`src/rtl/ili9341_init_sequencer.sv`:
```
// Power-up sequencer for the ILI9341: pulses lcd_rst, then shifts a fixed command/data
// list out over 4-wire SPI with the required waits, and finally raises a sticky done.
module ili9341_init_sequencer #(
  parameter int unsigned RST_LOW_CYCLES  = 200,
  parameter int unsigned RST_WAIT_CYCLES = 1200000,
  parameter int unsigned SWRESET_WAIT    = 1200000,
  parameter int unsigned SLPOUT_WAIT     = 1200000,
  parameter logic [7:0]  COLMOD          = 8'h55,
  parameter logic [7:0]  MADCTL          = 8'h48,
  parameter int          CNT_W           = 24
) (
  input  logic clk,
  input  logic rst,
  output logic bl,
  output logic lcd_rst,
  output logic dc,
  output logic cs,
  output logic din,
  output logic done
);

  localparam logic [2:0] S_RST_LOW  = 3'd0;
  localparam logic [2:0] S_RST_WAIT = 3'd1;
  localparam logic [2:0] S_FETCH    = 3'd2;
  localparam logic [2:0] S_LOAD     = 3'd3;
  localparam logic [2:0] S_SHIFT    = 3'd4;
  localparam logic [2:0] S_DELAY    = 3'd5;
  localparam logic [2:0] S_DONE     = 3'd6;

  localparam logic [1:0] T_CMD   = 2'd0;
  localparam logic [1:0] T_DATA  = 2'd1;
  localparam logic [1:0] T_DELAY = 2'd2;
  localparam logic [1:0] T_END   = 2'd3;

  // DELAY entries carry a selector in their byte field: 0 = SWRESET wait, else SLPOUT wait.
  function automatic logic [9:0] rom(input logic [3:0] addr);
    case (addr)
      4'd0:    rom = {T_CMD,   8'h01};
      4'd1:    rom = {T_DELAY, 8'h00};
      4'd2:    rom = {T_CMD,   8'h11};
      4'd3:    rom = {T_DELAY, 8'h01};
      4'd4:    rom = {T_CMD,   8'h3A};
      4'd5:    rom = {T_DATA,  COLMOD};
      4'd6:    rom = {T_CMD,   8'h36};
      4'd7:    rom = {T_DATA,  MADCTL};
      4'd8:    rom = {T_CMD,   8'h29};
      default: rom = {T_END,   8'h00};
    endcase
  endfunction

  function automatic logic [CNT_W-1:0] delay_len(input logic [7:0] sel);
    delay_len = (sel == 8'h00) ? CNT_W'(SWRESET_WAIT) : CNT_W'(SLPOUT_WAIT);
  endfunction

  logic [2:0]       state_q, state_d;
  logic [3:0]       ptr_q, ptr_d;
  logic [CNT_W-1:0] cnt_q, cnt_d;
  logic [7:0]       sel_q, sel_d;
  logic [7:0]       sh_q, sh_d;
  logic [2:0]       idx_q, idx_d;
  logic             lcd_rst_q, lcd_rst_d;
  logic             cs_q, cs_d;
  logic             dc_q, dc_d;
  logic             din_q, din_d;
  logic             bl_q, bl_d;
  logic             done_q, done_d;

  logic [9:0] entry_a, entry;
  logic [3:0] ptr_next;
  logic       skip;
  logic       do_fetch;

  // A zero-length delay is folded into the fetch so it costs no edge.
  always_comb begin
    entry_a  = rom(ptr_q);
    skip     = (entry_a[9:8] == T_DELAY) && (delay_len(entry_a[7:0]) == '0);
    entry    = skip ? rom(ptr_q + 4'd1) : entry_a;
    ptr_next = skip ? ptr_q + 4'd2 : ptr_q + 4'd1;
    do_fetch = (state_q == S_FETCH)
            || ((state_q == S_RST_WAIT) && (cnt_q == CNT_W'(RST_WAIT_CYCLES)))
            || ((state_q == S_DELAY)    && (cnt_q == delay_len(sel_q)));
  end

  always_comb begin
    // NOTE: every _d starts as its _q so no path through this block infers a latch.
    state_d   = state_q;
    ptr_d     = ptr_q;
    cnt_d     = cnt_q;
    sel_d     = sel_q;
    sh_d      = sh_q;
    idx_d     = idx_q;
    lcd_rst_d = lcd_rst_q;
    cs_d      = cs_q;
    dc_d      = dc_q;
    din_d     = din_q;
    bl_d      = bl_q;
    done_d    = done_q;

    case (state_q)
      S_RST_LOW: begin
        if (cnt_q == CNT_W'(RST_LOW_CYCLES)) begin
          lcd_rst_d = 1'b1;
          state_d   = S_RST_WAIT;
          cnt_d     = CNT_W'(1);
        end else begin
          cnt_d = cnt_q + CNT_W'(1);
        end
      end
      S_RST_WAIT, S_DELAY: begin
        cs_d  = 1'b1;
        cnt_d = cnt_q + CNT_W'(1);
      end
      S_LOAD, S_SHIFT: begin
        cs_d    = 1'b0;
        din_d   = sh_q[idx_q];
        idx_d   = idx_q - 3'd1;
        state_d = (idx_q == 3'd0) ? S_FETCH : S_SHIFT;
      end
      default: ;
    endcase

    if (do_fetch) begin
      case (entry[9:8])
        T_CMD, T_DATA: begin
          cs_d    = 1'b1;
          dc_d    = (entry[9:8] == T_DATA);
          sh_d    = entry[7:0];
          idx_d   = 3'd7;
          ptr_d   = ptr_next;
          state_d = S_LOAD;
        end
        T_DELAY: begin
          cs_d    = 1'b1;
          sel_d   = entry[7:0];
          cnt_d   = CNT_W'(1);
          ptr_d   = ptr_next;
          state_d = S_DELAY;
        end
        default: begin
          cs_d    = 1'b1;
          bl_d    = 1'b1;
          done_d  = 1'b1;
          state_d = S_DONE;
        end
      endcase
    end
  end

  // Falling-edge registers so the panel samples a settled din on the rising edge.
  always_ff @(negedge clk) begin
    if (rst) begin
      // NOTE: sequential state uses non-blocking assignments so all registers update together.
      state_q   <= S_RST_LOW;
      ptr_q     <= '0;
      cnt_q     <= '0;
      sel_q     <= '0;
      sh_q      <= '0;
      idx_q     <= '0;
      lcd_rst_q <= 1'b0;
      cs_q      <= 1'b1;
      dc_q      <= 1'b0;
      din_q     <= 1'b0;
      bl_q      <= 1'b0;
      done_q    <= 1'b0;
    end else begin
      state_q   <= state_d;
      ptr_q     <= ptr_d;
      cnt_q     <= cnt_d;
      sel_q     <= sel_d;
      sh_q      <= sh_d;
      idx_q     <= idx_d;
      lcd_rst_q <= lcd_rst_d;
      cs_q      <= cs_d;
      dc_q      <= dc_d;
      din_q     <= din_d;
      bl_q      <= bl_d;
      done_q    <= done_d;
    end
  end

  assign bl      = bl_q;
  assign lcd_rst = lcd_rst_q;
  assign dc      = dc_q;
  assign cs      = cs_q;
  assign din     = din_q;
  assign done    = done_q;

endmodule

```
`config.mk`:
```
export PLATFORM = sky130hd
export DESIGN_NAME = ili9341_init_sequencer
export DESIGN_NICKNAME = d
export VERILOG_FILES = /design/src/rtl/ili9341_init_sequencer.sv
export SDC_FILE = /design/constraint.sdc
export NUM_CORES = 1
export LEC_CHECK = 0
export ABC_AREA = 0
export CORE_MARGIN = 2
export CORE_UTILIZATION = 61
export DETAILED_ROUTE_END_ITERATION = 10
export GPL_ROUTABILITY_DRIVEN = 0
export PLACE_DENSITY_LB_ADDON = 0.1
export SLEW_MARGIN = 20
export SYNTH_ARGS = -nofsm -noshare
export SYNTH_HDL_FRONTEND = slang
export SYNTH_SLANG_ARGS = --single-unit
```
`constraint.sdc`:
```
create_clock -name clk -period 3.25 [get_ports clk]
set_input_delay 0.4875 -clock clk [delete_from_list [all_inputs] [get_ports clk]]
set_output_delay 0.4875 -clock clk [all_outputs]
set_load 0.1 [all_outputs]
```
==> results.sh <==
export IMPL_status="complete, no violations"
export IMPL_synth_top_cell_by_area="dfxtp_1"
export IMPL_ys_types=65
export IMPL_slowest_delay_ns=0.40
export IMPL_cts_sinks=55
export IMPL_core_um2=4660
export IMPL_grt_use_total_pct=26.1
export IMPL_die_h_um=73.0
export IMPL_boundaryPins=8
export IMPL_cp_slowest_cell="dfxtp_1"
export IMPL_critPathCaptureType="output pin"
export IMPL_slew_headroom_pct=61.1
export IMPL_arrival_ns=2.60
export IMPL_critPathTopFamily="flip-flops"
export IMPL_wl_per_cell_um=13.7
export IMPL_place_hpwl_mm=4.54
export IMPL_setup_violations=0
export IMPL_crit_type="flip-flop to output pin"
export IMPL_final_cells=479
export IMPL_pre_cts_slack_ns=-0.625
export IMPL_postCtsHoldBufs=0
export IMPL_async_flop_share_pct=0
export IMPL_port_buffers=7
export IMPL_placed_cell_area_um2=3170
export IMPL_post_route_util_pct=75.2
export IMPL_clock_skew_ns=0.0247
export IMPL_drv_slew=0
export IMPL_cts_buffers=5
export IMPL_start_util_pct=62.2
export IMPL_worstSkewPairLatency_ns=0.39
export IMPL_worst_path_max_fanout=3
export IMPL_crit_path_start_kind="flip-flop"
export IMPL_grt_max_degree=24
export IMPL_synth_seq_cells=55
export IMPL_clk_pin_slew_worst_paths_ns=0.04
export IMPL_final_hold_violation_count=0
export IMPL_die_w_um=73.0
export IMPL_dp_cells=416
export IMPL_ir_worst_vdd_mv=0.302
export IMPL_routed_via_density=5.91
export IMPL_root_buffer="clkbuf_8"
export IMPL_routed_wl_mm=6.54
export IMPL_dr_total_vias=2832
export IMPL_path_cells="buf_12"
export IMPL_placementRows=25
export IMPL_p_leak_nw=1.48
export IMPL_worst_slew_pin_transition_ns=0.579
export IMPL_cp_num_buf_inv=1
export IMPL_p_total_mw=1.65
export IMPL_drive_gt1_share_pct=14.4
export IMPL_htreeDepth=2
export IMPL_grt_overflow_total=0
export IMPL_required_ns=2.76
export IMPL_synthCells=355
export IMPL_nets=435
export IMPL_min_path_type="flip-flop to flip-flop"
export IMPL_antenna_found_initial=0
export IMPL_area_growth_pct=20.9
export IMPL_clockBufferDepth=2
export IMPL_cts_tree="done"
export IMPL_synth_area_leaders="dfxtp_1 38%, nand2_1 6.1%, a21oi_1 5.3%, o21ai_0 4.1%, ha_1 3.9%"
export IMPL_grt_pass1_vias=2541
export IMPL_num_antenna_cells=0
export IMPL_grt_first_pass_wirelength_mm=11.1
export IMPL_final_cell_area_um2=3510
export IMPL_synth_fp_nets=366
export IMPL_yosysSeqAreaShare_pct=38.0
export IMPL_synth_enable_flop_cells=0
export IMPL_rsz0062_at_grt="no"
export IMPL_ys_warn_count=0
export IMPL_drtIter0Drc=310
export IMPL_setup_slack_ns=0.162
export IMPL_drc=0
export IMPL_cap_viol_max_count=0
export IMPL_dr_pass1_iters=5
export IMPL_synthFlopType="dfxtp_1"
export IMPL_cellPowerDensity_nw_per_um2=469
export IMPL_die_area_um2=5320
export IMPL_syn_area_um2=2900
export IMPL_syn_area_per_cell_um2=8.17
export IMPL_ant_nets=0
export IMPL_yosysTopAreaCellShare_pct=38.0
## cells in the mapped netlist (all sizes together), types with 7 or more instances
cell type and number:
nand4 9, nor2 24, a311oi 7, and2 7
clkbuf 15, nor3 8, dfxtp 55, nand2 47
ha 9, o21ai 28, inv 17, nand3 11
a21oi 32
## through the flow
stage                     hold slack (ns)  TNS, ns
after floorplan                     0.417   -0.798
after global placement              0.426    -7.99
after detailed placement            0.427    -8.97
after CTS                           0.435        0
after global routing                0.468        0
final                               0.436        0
## sequential cells by signal (all words and copies together), names as in the netlist
register and count:
cnt_q 24, entry 9, sh_q 7, ptr_q 4
idx_q 3, state_q 3, cs 1, dc 1
din 1, done 1, lcd_rst 1
## timing repair
item / CTS / global route
buffers inserted: 0 / 1
resized for setup: 2 / 3
endpoints found under the setup margin: 9 / 6
endpoints found under the hold margin: 0 / 0
pin swaps: 0 / 1
## placed cells by master (no fill, tap or decap), types with 3 or more instances in the layout
cell type  count
o21bai_1       3
xor2_1         3
a311oi_1       7
a22oi_1        3
nor4_1         3
and2_1         7
nand2_1       47
inv_1         71
o21ai_1        4
buf_4         20
buf_12         6
nor2_1        24
ha_1           9
o21ai_0       23
a21oi_1       31
nand3_1       10
or4_1          4
nor2b_1        5
nand3b_1       4
clkbuf_8       5
nand4_1        8
dfxtp_1       54
a41oi_1        4
and3_1         3
o211ai_1       3
nor3_1         7
## routing by layer
layer  global-route usage, %  share of wire (%)  routed length, um
met1                    36.2                 49               3180
met3                    8.70                5.5                358
met4                    10.1               0.61                 40
met2                    37.3                 45               2970
met5                       0                  0                  0
## logic make-up after synthesis
kind of cell             synth area share, %
buffers and inverters                   5.05
multiplexers                            1.47
AND/OR/NAND/NOR                         27.7
XOR/XNOR                                1.51
adder cells (fa/ha/maj)                 3.88
flip-flops                              38.0
AO/OA/AOI/OAI                           22.5
## report_power, final
group / switching (mW) / internal (mW) / total [mW] / leakage [nW]
registers: 0.0267 / 0.703 / 0.730 / 0.445
clock network: 0.419 / 0.328 / 0.748 / 0.355
logic: 0.0922 / 0.0754 / 0.168 / 0.675
## cell type report
type                       instances  area (um^2)
multi-input combinational        263         1670
timing repair buffer              27          275
clock inverter                    58          259
tap                               54         67.6
sequential                        55         1100
fill                             347         1150
clock buffer                       5         68.8
inverter                          17         68.8
## worst paths after layout
check                   from       end  slack [ns]  cells past startpoint
hold / removal      entry[6]   sh_q[6]        0.44                      2
setup / recovery          cs        cs        0.16                      1
hold reg to reg     entry[6]   sh_q[6]        0.44                      2
setup reg to reg  state_q[0]  entry[5]        0.60                      9
## worst min-delay path: stages, from the launching register on
cell	delay (ns)
dfxtp_1	0.29
nand2_1	0.05
a21oi_1	0.05
(Power assumes the default switching activity.)
